[config.mk]
export PLATFORM = sky130hd
export DESIGN_NAME = peripheral_bridge_ahb2apb_mux
export DESIGN_NICKNAME = d
export VERILOG_FILES = /design/src/rtl/peripheral_bridge_ahb2apb_mux.sv
export SDC_FILE = /design/constraint.sdc
export NUM_CORES = 1
export LEC_CHECK = 0
export CORE_MARGIN = 5
export CORE_UTILIZATION = 40
export DETAILED_ROUTE_END_ITERATION = 8
export GPL_TIMING_DRIVEN = 1
export PLACE_DENSITY = 0.87
export SYNTH_ARGS = -nofsm -noshare
export SYNTH_HDL_FRONTEND = slang
export SYNTH_SLANG_ARGS = --single-unit
[constraint.sdc]
create_clock -name HCLK -period 5.6 [get_ports HCLK]
set_clock_uncertainty 0.2 [all_clocks]
set_input_delay 0.84 -clock HCLK [delete_from_list [all_inputs] [get_ports HCLK]]
set_output_delay 0.84 -clock HCLK [all_outputs]
set_load 0.1 [all_outputs]
[src/rtl/peripheral_bridge_ahb2apb_mux.sv]
// AHB3-Lite slave to APB4 master bridge with a registered decoder fanning out to NUM_SLAVES peripherals.
// Optional ACCESS-phase timeout enabled by defining PERIPHERAL_BRIDGE_TIMEOUT_EN.
module peripheral_bridge_ahb2apb_mux #(
  parameter int unsigned HADDR_SIZE     = 16,
  parameter int unsigned HDATA_SIZE     = 32,
  parameter int unsigned PADDR_SIZE     = 8,
  parameter int unsigned NUM_SLAVES     = 4,
  parameter int unsigned TIMEOUT_CYCLES = 255
) (
  input  logic                             HCLK,
  input  logic                             HRESET,
  input  logic                             HSEL,
  input  logic [HADDR_SIZE-1:0]            HADDR,
  input  logic [HDATA_SIZE-1:0]            HWDATA,
  output logic [HDATA_SIZE-1:0]            HRDATA,
  input  logic                             HWRITE,
  input  logic [2:0]                       HSIZE,
  input  logic [2:0]                       HBURST,
  input  logic [3:0]                       HPROT,
  input  logic [1:0]                       HTRANS,
  input  logic                             HMASTLOCK,
  input  logic                             HREADY,
  output logic                             HREADYOUT,
  output logic                             HRESP,
  output logic [NUM_SLAVES-1:0]            PSEL,
  output logic                             PENABLE,
  output logic [2:0]                       PPROT,
  output logic                             PWRITE,
  output logic [HDATA_SIZE/8-1:0]          PSTRB,
  output logic [PADDR_SIZE-1:0]            PADDR,
  output logic [HDATA_SIZE-1:0]            PWDATA,
  input  logic [NUM_SLAVES*HDATA_SIZE-1:0] PRDATA,
  input  logic [NUM_SLAVES-1:0]            PREADY,
  input  logic [NUM_SLAVES-1:0]            PSLVERR
);

  localparam int unsigned STRB_W   = HDATA_SIZE / 8;
  localparam int unsigned ALIGN_W  = $clog2(STRB_W);
  localparam int unsigned MAX_SIZE = $clog2(STRB_W);
  localparam int unsigned IDX_W    = (NUM_SLAVES > 1) ? $clog2(NUM_SLAVES) : 1;

  typedef enum logic [2:0] {
    ST_IDLE, ST_LATCH, ST_SETUP, ST_ACCESS, ST_ERR1, ST_ERR2
  } state_e;

  state_e                 state_q, state_d;
  logic [IDX_W-1:0]       idx_q, idx_d;
  logic [PADDR_SIZE-1:0]  addr_q, addr_d;
  logic                   write_q, write_d;
  logic [2:0]             size_q, size_d;
  logic [1:0]             prot_q, prot_d;
  logic [HDATA_SIZE-1:0]  hrdata_q, hrdata_d;
  logic                   hreadyout_q, hreadyout_d;
  logic                   hresp_q, hresp_d;
  logic [NUM_SLAVES-1:0]  psel_q, psel_d;
  logic                   penable_q, penable_d;
  logic [2:0]             pprot_q, pprot_d;
  logic                   pwrite_q, pwrite_d;
  logic [STRB_W-1:0]      pstrb_q, pstrb_d;
  logic [PADDR_SIZE-1:0]  paddr_q, paddr_d;
  logic [HDATA_SIZE-1:0]  pwdata_q, pwdata_d;

  logic [IDX_W-1:0]       dec_idx;
  logic                   accept;
  logic                   dec_err;

  if (NUM_SLAVES > 1) begin : g_dec_multi
    assign dec_idx = HADDR[PADDR_SIZE +: IDX_W];
  end else begin : g_dec_single
    assign dec_idx = '0;
  end

  assign accept  = HSEL & HREADY & HTRANS[1] & ((state_q == ST_IDLE) | (state_q == ST_ERR2));
  assign dec_err = (32'(dec_idx) >= NUM_SLAVES) | (HSIZE > 3'(MAX_SIZE));

  // Byte-lane mask for a transfer of 2**size bytes, aligned down to its natural boundary.
  function automatic logic [STRB_W-1:0] strb_f(input logic [2:0] size, input logic [ALIGN_W-1:0] lsb);
    logic [STRB_W-1:0]  base;
    logic [ALIGN_W-1:0] mask;
    case (size)
      3'd0:    base = STRB_W'(1);
      3'd1:    base = STRB_W'(3);
      3'd2:    base = STRB_W'(15);
      default: base = '1;
    endcase
    mask = (ALIGN_W'(1) << size) - ALIGN_W'(1);
    return base << (lsb & ~mask);
  endfunction

`ifdef PERIPHERAL_BRIDGE_TIMEOUT_EN
  localparam int unsigned TO_RAW = $clog2(TIMEOUT_CYCLES + 1);
  localparam int unsigned TO_W   = (TO_RAW < 8) ? 8 : ((TO_RAW > 16) ? 16 : TO_RAW);
  logic [TO_W-1:0] cnt_q, cnt_d;
`else
  logic unused_to;
  assign unused_to = ^32'(TIMEOUT_CYCLES);
`endif

  logic unused_in;
  assign unused_in = ^{HADDR, HBURST, HMASTLOCK, HPROT[3:2], HTRANS[0]};

  always_comb begin
    state_d   = state_q;
    idx_d     = idx_q;
    addr_d    = addr_q;
    write_d   = write_q;
    size_d    = size_q;
    prot_d    = prot_q;
    hrdata_d  = hrdata_q;
    pprot_d   = pprot_q;
    pwrite_d  = pwrite_q;
    pstrb_d   = pstrb_q;
    paddr_d   = paddr_q;
    pwdata_d  = pwdata_q;
`ifdef PERIPHERAL_BRIDGE_TIMEOUT_EN
    cnt_d     = cnt_q;
`endif

    case (state_q)
      ST_IDLE, ST_ERR2: begin
        state_d = ST_IDLE;
        if (accept) begin
          idx_d   = dec_idx;
          addr_d  = HADDR[PADDR_SIZE-1:0];
          write_d = HWRITE;
          size_d  = HSIZE;
          prot_d  = HPROT[1:0];
          state_d = dec_err ? ST_ERR1 : ST_LATCH;
        end
      end
      ST_LATCH: begin
        pwdata_d = HWDATA;
        paddr_d  = addr_q;
        pwrite_d = write_q;
        pstrb_d  = write_q ? strb_f(size_q, addr_q[ALIGN_W-1:0]) : '0;
        pprot_d  = {~prot_q[0], 1'b1, prot_q[1]};
        state_d  = ST_SETUP;
      end
      ST_SETUP: begin
`ifdef PERIPHERAL_BRIDGE_TIMEOUT_EN
        cnt_d   = '0;
`endif
        state_d = ST_ACCESS;
      end
      ST_ACCESS: begin
        if (PREADY[idx_q]) begin
          if (PSLVERR[idx_q]) begin
            state_d = ST_ERR1;
          end else begin
            state_d = ST_IDLE;
            if (!write_q) hrdata_d = PRDATA[32'(idx_q)*HDATA_SIZE +: HDATA_SIZE];
          end
        end
`ifdef PERIPHERAL_BRIDGE_TIMEOUT_EN
        else if (cnt_q == TO_W'(TIMEOUT_CYCLES - 1)) begin
          state_d = ST_ERR1;
        end else begin
          cnt_d = cnt_q + TO_W'(1);
        end
`endif
      end
      ST_ERR1: state_d = ST_ERR2;
      default: state_d = ST_IDLE;
    endcase

    // Bus-facing handshake outputs follow the state being entered.
    hreadyout_d = (state_d == ST_IDLE) | (state_d == ST_ERR2);
    hresp_d     = (state_d == ST_ERR1) | (state_d == ST_ERR2);
    penable_d   = (state_d == ST_ACCESS);
    psel_d      = ((state_d == ST_SETUP) | (state_d == ST_ACCESS)) ?
                  (NUM_SLAVES'(1) << idx_q) : '0;
  end

  always_ff @(posedge HCLK) begin
    if (HRESET) begin
      state_q     <= ST_IDLE;
      idx_q       <= '0;
      addr_q      <= '0;
      write_q     <= 1'b0;
      size_q      <= '0;
      prot_q      <= '0;
      hrdata_q    <= '0;
      hreadyout_q <= 1'b1;
      hresp_q     <= 1'b0;
      psel_q      <= '0;
      penable_q   <= 1'b0;
      pprot_q     <= '0;
      pwrite_q    <= 1'b0;
      pstrb_q     <= '0;
      paddr_q     <= '0;
      pwdata_q    <= '0;
`ifdef PERIPHERAL_BRIDGE_TIMEOUT_EN
      cnt_q       <= '0;
`endif
    end else begin
      state_q     <= state_d;
      idx_q       <= idx_d;
      addr_q      <= addr_d;
      write_q     <= write_d;
      size_q      <= size_d;
      prot_q      <= prot_d;
      hrdata_q    <= hrdata_d;
      hreadyout_q <= hreadyout_d;
      hresp_q     <= hresp_d;
      psel_q      <= psel_d;
      penable_q   <= penable_d;
      pprot_q     <= pprot_d;
      pwrite_q    <= pwrite_d;
      pstrb_q     <= pstrb_d;
      paddr_q     <= paddr_d;
      pwdata_q    <= pwdata_d;
`ifdef PERIPHERAL_BRIDGE_TIMEOUT_EN
      cnt_q       <= cnt_d;
`endif
    end
  end

  assign HRDATA    = hrdata_q;
  assign HREADYOUT = hreadyout_q;
  assign HRESP     = hresp_q;
  assign PSEL      = psel_q;
  assign PENABLE   = penable_q;
  assign PPROT     = pprot_q;
  assign PWRITE    = pwrite_q;
  assign PSTRB     = pstrb_q;
  assign PADDR     = paddr_q;
  assign PWDATA    = pwdata_q;

endmodule

# [After elaboration in Yosys (flattened, before gate mapping)]
# Index checks and enable logic that the tools add are counted.
[totals] rom_bits=0 latchBits=0 ram_bits=0 n_memories=0 word_cells=65 regBits=106
[op_classes] shift=4 n_bitwise=13 magnitude_cmp=2 n_reduce_logical=7 mul=0 n_eq_ne=10 n_addsub=1 n_mux=12 div=0
[op_table] cell="128-bit by 8-bit variable part select with 32-bit output" count=1
[op_table] cell="3-bit case mux with 5 select lines" count=1
[op_table] cell="3-bit by 2-bit equality test with 1-bit output, second input constant" count=4
[op_table] cell="3-bit equality test, second input constant" count=4
[op_table] cell="3-bit two-way mux" count=4
[op_table] cell="3-bit logical NOT" count=3
[op_table] cell="4-bit two-way mux" count=2
[op_table] cell="4-bit case mux with 2 select lines" count=1
[op_table] cell="3-bit by 1-bit equality test with 1-bit output, second input constant" count=2
[op_table] cell="1-bit binary-select mux with 2-bit select" count=2
[op_table] cell="1-bit inverter" count=4
[op_table] cell="1-bit bitwise OR" count=4
[op_table] cell="4-bit AND reduction" count=1
[op_table] cell="2-bit OR reduction" count=2
[op_table] cell="1-bit by 2-bit << shifter with 4-bit output, first input constant" count=1
[op_table] cell="4-bit by 2-bit << shifter with 4-bit output" count=1
[op_table] cell="1-bit bitwise AND" count=3
[op_table] cell="3-bit by 2-bit > comparator with 1-bit output, second input constant" count=1
[op_table] cell="2-bit by 3-bit less-than comparator with 1-bit output, second input constant" count=1
[op_table] cell="1-bit by 3-bit << shifter with 2-bit output, first input constant" count=1
[op_table] cell="2-bit bitwise AND" count=1
[op_table] cell="1-bit two-way mux" count=2
[op_table] cell="2-bit inverter" count=1
[op_table] cell="2-bit AND reduction" count=1
[op_table] cell="2-bit subtractor, second input constant" count=1

# [Logic depth before layout (Yosys ltp)]
# Gate-level depths: netlist of run 1.
[logic_depth] ltp_word=9 depth_mapped=7

# [Worst setup path before layout of run 1]
# No wires, ideal clock.
[synth_timing] path_kind="in2reg" start="input port PSLVERR[3]" end="register hrdata_q[10], in the netlist HRDATA[10]" slack_ns=3.149 cell_stages=6 t_arrival_ns=2.119 required_time_ns=5.268 cell_sequence="mux4_2 or4_1 buf_2 buf_6 nand2_1 a21oi_1"
[synth_between] elab_chain_cells=4
[synth_lines] item="start, declared" line_no="34" source="input logic [NUM_SLAVES-1:0] PSLVERR"
[synth_lines] item="1-bit binary-select mux with 2-bit select" line_no="147" source="if (PSLVERR[idx_q]) begin"
[synth_lines] item="1-bit two-way mux (not written as such)" line_no="147"
[synth_lines] item="1-bit inverter (no source line)"
[synth_lines] item="4-bit AND reduction (no source line)"
[synth_lines] item="end signal, assigned" line_no="202" source="hrdata_q <= hrdata_d;"
[synth_lines] item="end, declared" line_no="52" source="logic [HDATA_SIZE-1:0] hrdata_q, hrdata_d;"
# No other way between the ends. The select of a mux whose other input is x is not followed.
# A chain may end at the register's enable or synchronous reset.

# [Worst setup path after layout of run 1]
[layout_timing] start="register idx_q[0]" end="register hrdata_q[14], in the netlist HRDATA[14]"
[layout_between] elab_chain_cells=4
[layout_lines] item="start, declared" line_no="47" source="logic [IDX_W-1:0] idx_q, idx_d;"
[layout_lines] item="start signal, assigned" line_no="197" source="idx_q <= idx_d;"
[layout_lines] item="parallel branches: the longest is 4 deep, another holds 128-bit by 8-bit variable part select with 32-bit output"
# Several ways; the timed one is not identified. The select of a mux whose other input is x is not followed.

==> summary.md, run 1 <==
| Metric | Value |
|---|---|
| Net Sw Power | `0.000517 W` |
| Largest net degree at the start of global routing | `around 100` |
| Ports | `slightly below 300` |
| Pwr/cell area | `235 nW/um^2` |
| Maximum VDD drop | `roughly 140 uV` |
| Crit path required time | `approximately 5.7 ns` |
| Synth top area share | `a little under half` |
| WP depth | `6` |
| Placed cell count | `~880` |
| Non-Filler Instances | `894` |
| Sw frac | `about 29%` |
| CP startpoint kind | `register` |
| Via Count | `around 4600` |
| Postcts setup bufs | `0` |
| Actual slew at the worst max-slew pin | `approximately 1.1 ns` |
| Cell Area, Synth | `roughly 4600 um^2` |
| CP Buf/Inv Count | `1` |
| Combinational share of power | `~22%` |
| Worst setup startpoint | `idx_q[0]` |
| Outcome | `finished clean` |
| Critical Path End | `HRDATA[14]` |
| Seq cells post-synth | `~110` |
| Root buf cell | `clkbuf_16` |
| Worst hold slack | `between 0.2 and 0.25 ns` |
| Hold buffer count at cts | `0` |
| # DRC | `0` |
| Max Cap Viol | `0` |
| Synthesized Nets | `~700` |
| Final worst path period need | `around 3.4 ns` |
| Clock sink count | `106` |
| Avg Vias per Cell | `approximately 5` |
| Die footprint | `between 10000 and 15000 um^2` |
| Ratio of cells with drive above 1 in the final layout | `8.39%` |
| Internal Power | `around 0.0013 W` |
| Core Area | `roughly 11000 um^2` |
| Synthesis Warnings | `0` |
| Final core occ | `between 60% and 70%` |
| CP delay by family, top | `simple AND/OR/NAND/NOR gates` |
| FF-to-FF End | `HRDATA[14]` |
| CP peak stage delay | `a little under 0.9 ns` |
| FF-to-FF Start | `idx_q[0]` |
| Most frequent cells in the layout | `clkdlybuf4s50_1, nand2_1, dfxtp_1, a21oi_1, mux4_2` |
| Critical path, cell by cell | `buf_4, mux4_2, nand3_1, or4_1, nand2_1, a21oi_1` |
| DP HPWL | `~13000 um` |
| R2R depth | `6` |
| Placer's final routability congestion estimate | `roughly 0.82` |
| Initial antenna violation count | `0` |
| Setup Viol. Count Final | `0` |
| Clock Latency Late Sink | `0.34 ns` |
| Vias in the first global route | `approximately 4800` |
| Area Overhead vs Synth | `67.7%` |
| Inserted Clock Buffers | `9` |
| Die width | `between 100 and 150 um` |
| Area leader, netlist | `dfxtp_1` |
| Syn Inst Count | `a little under 500` |
| WL/cell | `around 18 um` |
| Synth area leaders | `dfxtp_1, mux4_2, nand2_1` |
| All-Layer GR Usage | `22.9%` |
| Die Ht | `~120 um` |
| Clock network power share | `33.7%` |
| Drt first pass iters | `5` |
| Sequential share of the synthesized area | `46.6%` |
| Arr. time, crit path | `~3.5 ns` |
| First-pass GRT wire length | `24400 um` |
| Cell variety after synth | `32` |
| CTS tree | `built` |
| Antenna diodes | `0` |
| Setup tns final | `0 ns` |
| Post-route ant nets | `0` |
| CP Max Fanout | `32` |
| Max-slew violation count | `0` |
| FP Rows | `39` |
| Number of gates resized after CTS | `0` |
| Mean area per synthesized cell | `9.21 um^2` |
| CP max stage cell | `or4_1` |
| Nets | `948` |
| R2R Setup Slk | `2.17 ns` |
| Flop pwr share | `between 40% and 50%` |
| Final hold vios | `0` |
| Unrepaired setup endpoints after global routing | `false` |
| Slew HR | `between 20% and 30%` |
| CP Capture Type | `register` |
| H-tree depth | `3` |
| Drt total wl | `~16000 um` |
| Max frequency | `approximately 290 MHz` |
| Leakage | `around 2.5 nW` |
| Grt ovf | `0` |
| Setup Crit Path Kind | `reg2reg` |
| Dpl cell area | `approximately 7400 um^2` |
| Hold Crit Class | `reg2reg` |
| Commonest non-fill, non-tap cell in the layout | `clkdlybuf4s50_1` |
| Bufs on Longest Clock Path | `2` |
| Number of I/O port buffers | `~280` |
| Final period utilization | `about three fifths` |
| Starting Density | `40.4%` |
| DRT iter0 DRCs | `around 230` |
| CTS clock-pin slew for the worst setup and hold paths | `approximately 0.070 ns` |
| Hold Crit Start | `prot_q[0]` |
| Final instance area | `between 7000 and 8000 um^2` |
## routing by layer
metal  up-vias  track usage (%)  routed length, um
li1       2205                -                  -
met1      2138             25.2               5740
met2       179             42.2               8390
met3        37             5.85               1390
met4         0             8.33                437
met5         -                0                  0
## power groups by stage
| stage | sequential (W) | clock, W | combinational (W) |
|---|---|---|---|
| 6_report | 0.000792 | 0.000605 | 0.000397 |
| 5_1_grt | 0.000796 | 0.000648 | 0.000417 |
| 4_1_cts | 0.000792 | 0.000620 | 0.000398 |
| 3_5_place_dp | 0.000810 | 0 | 0.000396 |
| 3_3_place_gp | 0.000808 | 0 | 0.000390 |
| 2_1_floorplan | 0.000912 | 0 | 0.000108 |
## logic make-up (layout without fill, tap and decap cells)
group                  Yosys count  after routing  share of synthesized area (%)
AO/OA/AOI/OAI                  102            102                           11.6
XOR/XNOR                         2              2                          0.549
buffers and inverters           42            298                           4.28
flip-flops                     106            106                           46.6
multiplexers                    42             42                           18.6
AND/OR/NAND/NOR                201            201                           18.4
## per-stage QoR
step	total power, W	setup WS (ns)
after detailed placement	0.00121	2.14
final	0.00179	2.17
after global placement	0.00120	2.24
after global routing	0.00186	1.79
after floorplan	0.00102	3.15
after CTS	0.00181	2.12
## Yosys cell counts (all sizes together)
| cell | count |
|---|---|
| xor2 | 1 |
| or4 | 1 |
| nand4b | 2 |
| and3 | 2 |
| nand2 | 162 |
| or3b | 1 |
| a311o | 1 |
| nor2 | 18 |
| nor3 | 4 |
| o31ai | 1 |
| clkbuf | 23 |
| mux2i | 8 |
| dfxtp | 106 |
| mux4 | 34 |
| xnor2 | 1 |
| and2 | 2 |
| a211oi | 1 |
| a221oi | 1 |
| nor3b | 2 |
| nand3 | 1 |
| inv | 2 |
| o21ai | 8 |
| buf | 17 |
| nand3b | 2 |
| a21oi | 90 |
| nor4 | 3 |
| nand4 | 1 |
## registers in the layout, indices dropped and copies added (netlist names), 2 cells and up
name and count:
HRDATA 32, prot_q 2, PSEL 4, idx_q 2, PADDR 8, size_q 3
PWDATA 32, state_q 3, PPROT 3, PSTRB 4, addr_q 8
## area by class of cell
cell class,count,area [um^2]
fill,868,3630
sequential,106,2120
multi-input combinational,347,2250
inverter,2,7.51
tap,143,179
clock buffer,10,229
clock inverter,6,61.3
timing repair buffer,280,2790
## worst min-delay path by stage
stage,to,cells past startpoint
after floorplan,PPROT[2],1
after global placement,PPROT[2],1
after detailed placement,PPROT[2],1
after CTS,PPROT[2],1
after global routing,PPROT[0],2
final,PPROT[2],1
Note: power is estimated with default switching activity, not from simulation.
==> inputs of run 2 (changes only) <==
Settings changed: CORE_UTILIZATION 40 to 33, PLACE_DENSITY 0.87 to 0.77.
Clock period 5.6 ns to 3.1 ns, I/O delays scaled along.
==> summary.md, run 2 (synthesis results as in run 1) <==
| Metric | Value |
|---|---|
| Outcome | `finished clean` |
| Final worst path period need | `2.27 ns` |
| Unrepaired setup endpoints after global routing | `false` |
| Clock Latency Late Sink | `0.34 ns` |
| Die width | `128 um` |
| R2R Setup Slk | `0.99 ns` |
| DP HPWL | `about 12000 um` |
| CP peak stage delay | `approximately 0.5 ns` |
| Slew HR | `a little under three fifths` |
| FF-to-FF End | `HRDATA[13]` |
| Ratio of cells with drive above 1 in the final layout | `20.4%` |
| Worst hold endpoint | `PPROT[2]` |
| Setup Viol. Count Final | `0` |
| CP max stage cell | `or4_1` |
| CTS clock-pin slew for the worst setup and hold paths | `0.06 ns` |
| Commonest non-fill, non-tap cell in the layout | `clkdlybuf4s50_1` |
| Max-slew violation count | `0` |
| Grt ovf | `0` |
| Worst hold path cell count | `1` |
| CP Max Fanout | `32` |
| Non-Filler Instances | `~940` |
| Hold Crit Start | `prot_q[0]` |
| All-Layer GR Usage | `between 10% and 20%` |
| Most frequent cells in the layout | `clkdlybuf4s50_1, nand2_1, dfxtp_1, buf_4, a21oi_1` |
| Crit path required time | `just over 3 ns` |
| Met2 Use GR | `a little over a third` |
| Power Total | `roughly 0.0032 W` |
| Area Overhead vs Synth | `64.2%` |
| Inserted Clock Buffers | `9` |
| Nets | `between 900 and 1000` |
| Placer's final routability congestion estimate | `~0.85` |
| Actual slew at the worst max-slew pin | `approximately 0.64 ns` |
| FP Rows | `43` |
| Critical path, cell by cell | `clkdlybuf4s50_1, mux4_2, nand3_1, or4_1, buf_4, nand2_1, a21oi_1` |
| Global routing met3 resource utilization | `roughly 6.6%` |
| Largest net degree at the start of global routing | `48` |
| Max Cap Viol | `0` |
| Pwr/cell area | `roughly 420 nW/um^2` |
| Placed cell count | `slightly above 900` |
| Initial antenna violation count | `0` |
| GR Util met1 | `slightly below 20%` |
| Setup Crit Path Kind | `in2reg` |
| Final hold vios | `0` |
| Avg Vias per Cell | `roughly 4.8` |
| Die Ht | `roughly 130 um` |
| Die footprint | `around 16000 um^2` |
| Core Area | `about 14000 um^2` |
| Ports | `~290` |
| # DRC | `0` |
| Maximum VDD drop | `244 uV` |
| Arr. time, crit path | `2.27 ns` |
| Number of I/O port buffers | `about 280` |
| Number of gates resized after CTS | `0` |
| R2R depth | `5` |
| Hold buffer count at cts | `0` |
| Root buf cell | `clkbuf_16` |
| Post-route ant nets | `0` |
| Via Count | `approximately 4500` |
| Antenna diodes | `0` |
| Drt first pass iters | `7` |
| CTS tree | `built` |
| Bufs on Longest Clock Path | `2` |
| GR peak layer | `met2` |
| First-pass GRT wire length | `around 24000 um` |
| Hold Crit Class | `reg2reg` |
| Final setup margin | `0.830 ns` |
| Vias in the first global route | `roughly 4700` |
| Fill count | `approximately 1200` |
| H-tree depth | `3` |
| FF-to-FF Start | `idx_q[0]` |
| Leakage | `roughly 2.7 nW` |
| Clock sink count | `between 100 and 150` |
| Max frequency | `around 440 MHz` |
| Postcts setup bufs | `0` |
| Starting Density | `about a third` |
| Drt total wl | `roughly 15000 um` |
| Worst slack, placed | `roughly 0.46 ns` |
| Final period utilization | `73.2%` |
| CP startpoint kind | `input pin` |
| DRT iter0 DRCs | `222` |
| WL/cell | `approximately 16 um` |
| Setup tns final | `0 ns` |
| CP Capture Type | `register` |
run 2: cell types whose count changed in the layout (fill, tap and decap cells not counted), sizes merged:
cell,before,now
clkbuf,10,13
inv,4,2
buf,6,98
clkinvlp,1,0
clkdlybuf4s50,274,187
run 2: metrics by stage:
stage | instance area, um^2 | hold slack (ns) | utilization, %
global route | 7480 | 0.260 | 54.5
detailed placement | 7220 | 0.235 | 52.6
CTS | 7480 | 0.244 | 54.5
floorplan | 4560 | 0.213 | -
finish | 7480 | 0.238 | 54.5
global placement | 7220 | 0.222 | 52.6
run 2: report_power, final:
part | switching [W] | total [W] | leakage, nW | internal [W]
Clock | 0.000465 | 0.00103 | 0.133 | 0.000564
Combinational | 0.000373 | 0.000711 | 1.74 | 0.000338
Sequential | 0.0000268 | 0.00143 | 0.858 | 0.00140
Total | 0.000865 | 0.00317 | 2.73 | 0.00230
run 2: worst max-delay path by stage:
stage	start	end	slack [ns]	cells past startpoint
2_1_floorplan	PSLVERR[3]	HRDATA[10]	1.02	6
3_3_place_gp	PREADY[1]	HRDATA[9]	0.52	7
3_5_place_dp	PREADY[1]	HRDATA[13]	0.46	7
4_1_cts	PREADY[1]	HRDATA[13]	0.82	7
5_1_grt	PREADY[1]	HRDATA[13]	0.77	7
6_report	PREADY[1]	HRDATA[13]	0.83	7
run 2: per-layer routing:
layer	share of wire [%]	vias to the layer above
met5	0	-
met4	0.91	0
met3	8.6	11
met2	54	161
met1	36	2108
li1	-	2210
run 2: layout make-up:
type / count / area [um^2] / area share, %
clock buffers: 13 / 250 / 3.34
clock inverters: 3 / 15.0 / 0.201
repair buffers: 285 / 2610 / 34.8
well taps: 180 / 225 / 3.01
multi-input cells: 347 / 2250 / 30.1
flip-flops and latches: 106 / 2120 / 28.4
inverters: 2 / 7.51 / 0.100
run 2: worst max-delay path: cells and delay by family:
family                 cells  cell delay [ns]
buffers and inverters      2             0.71
multiplexers               1             0.26
AND/OR/NAND/NOR            3             0.74
AO/OA/AOI/OAI              1             0.07
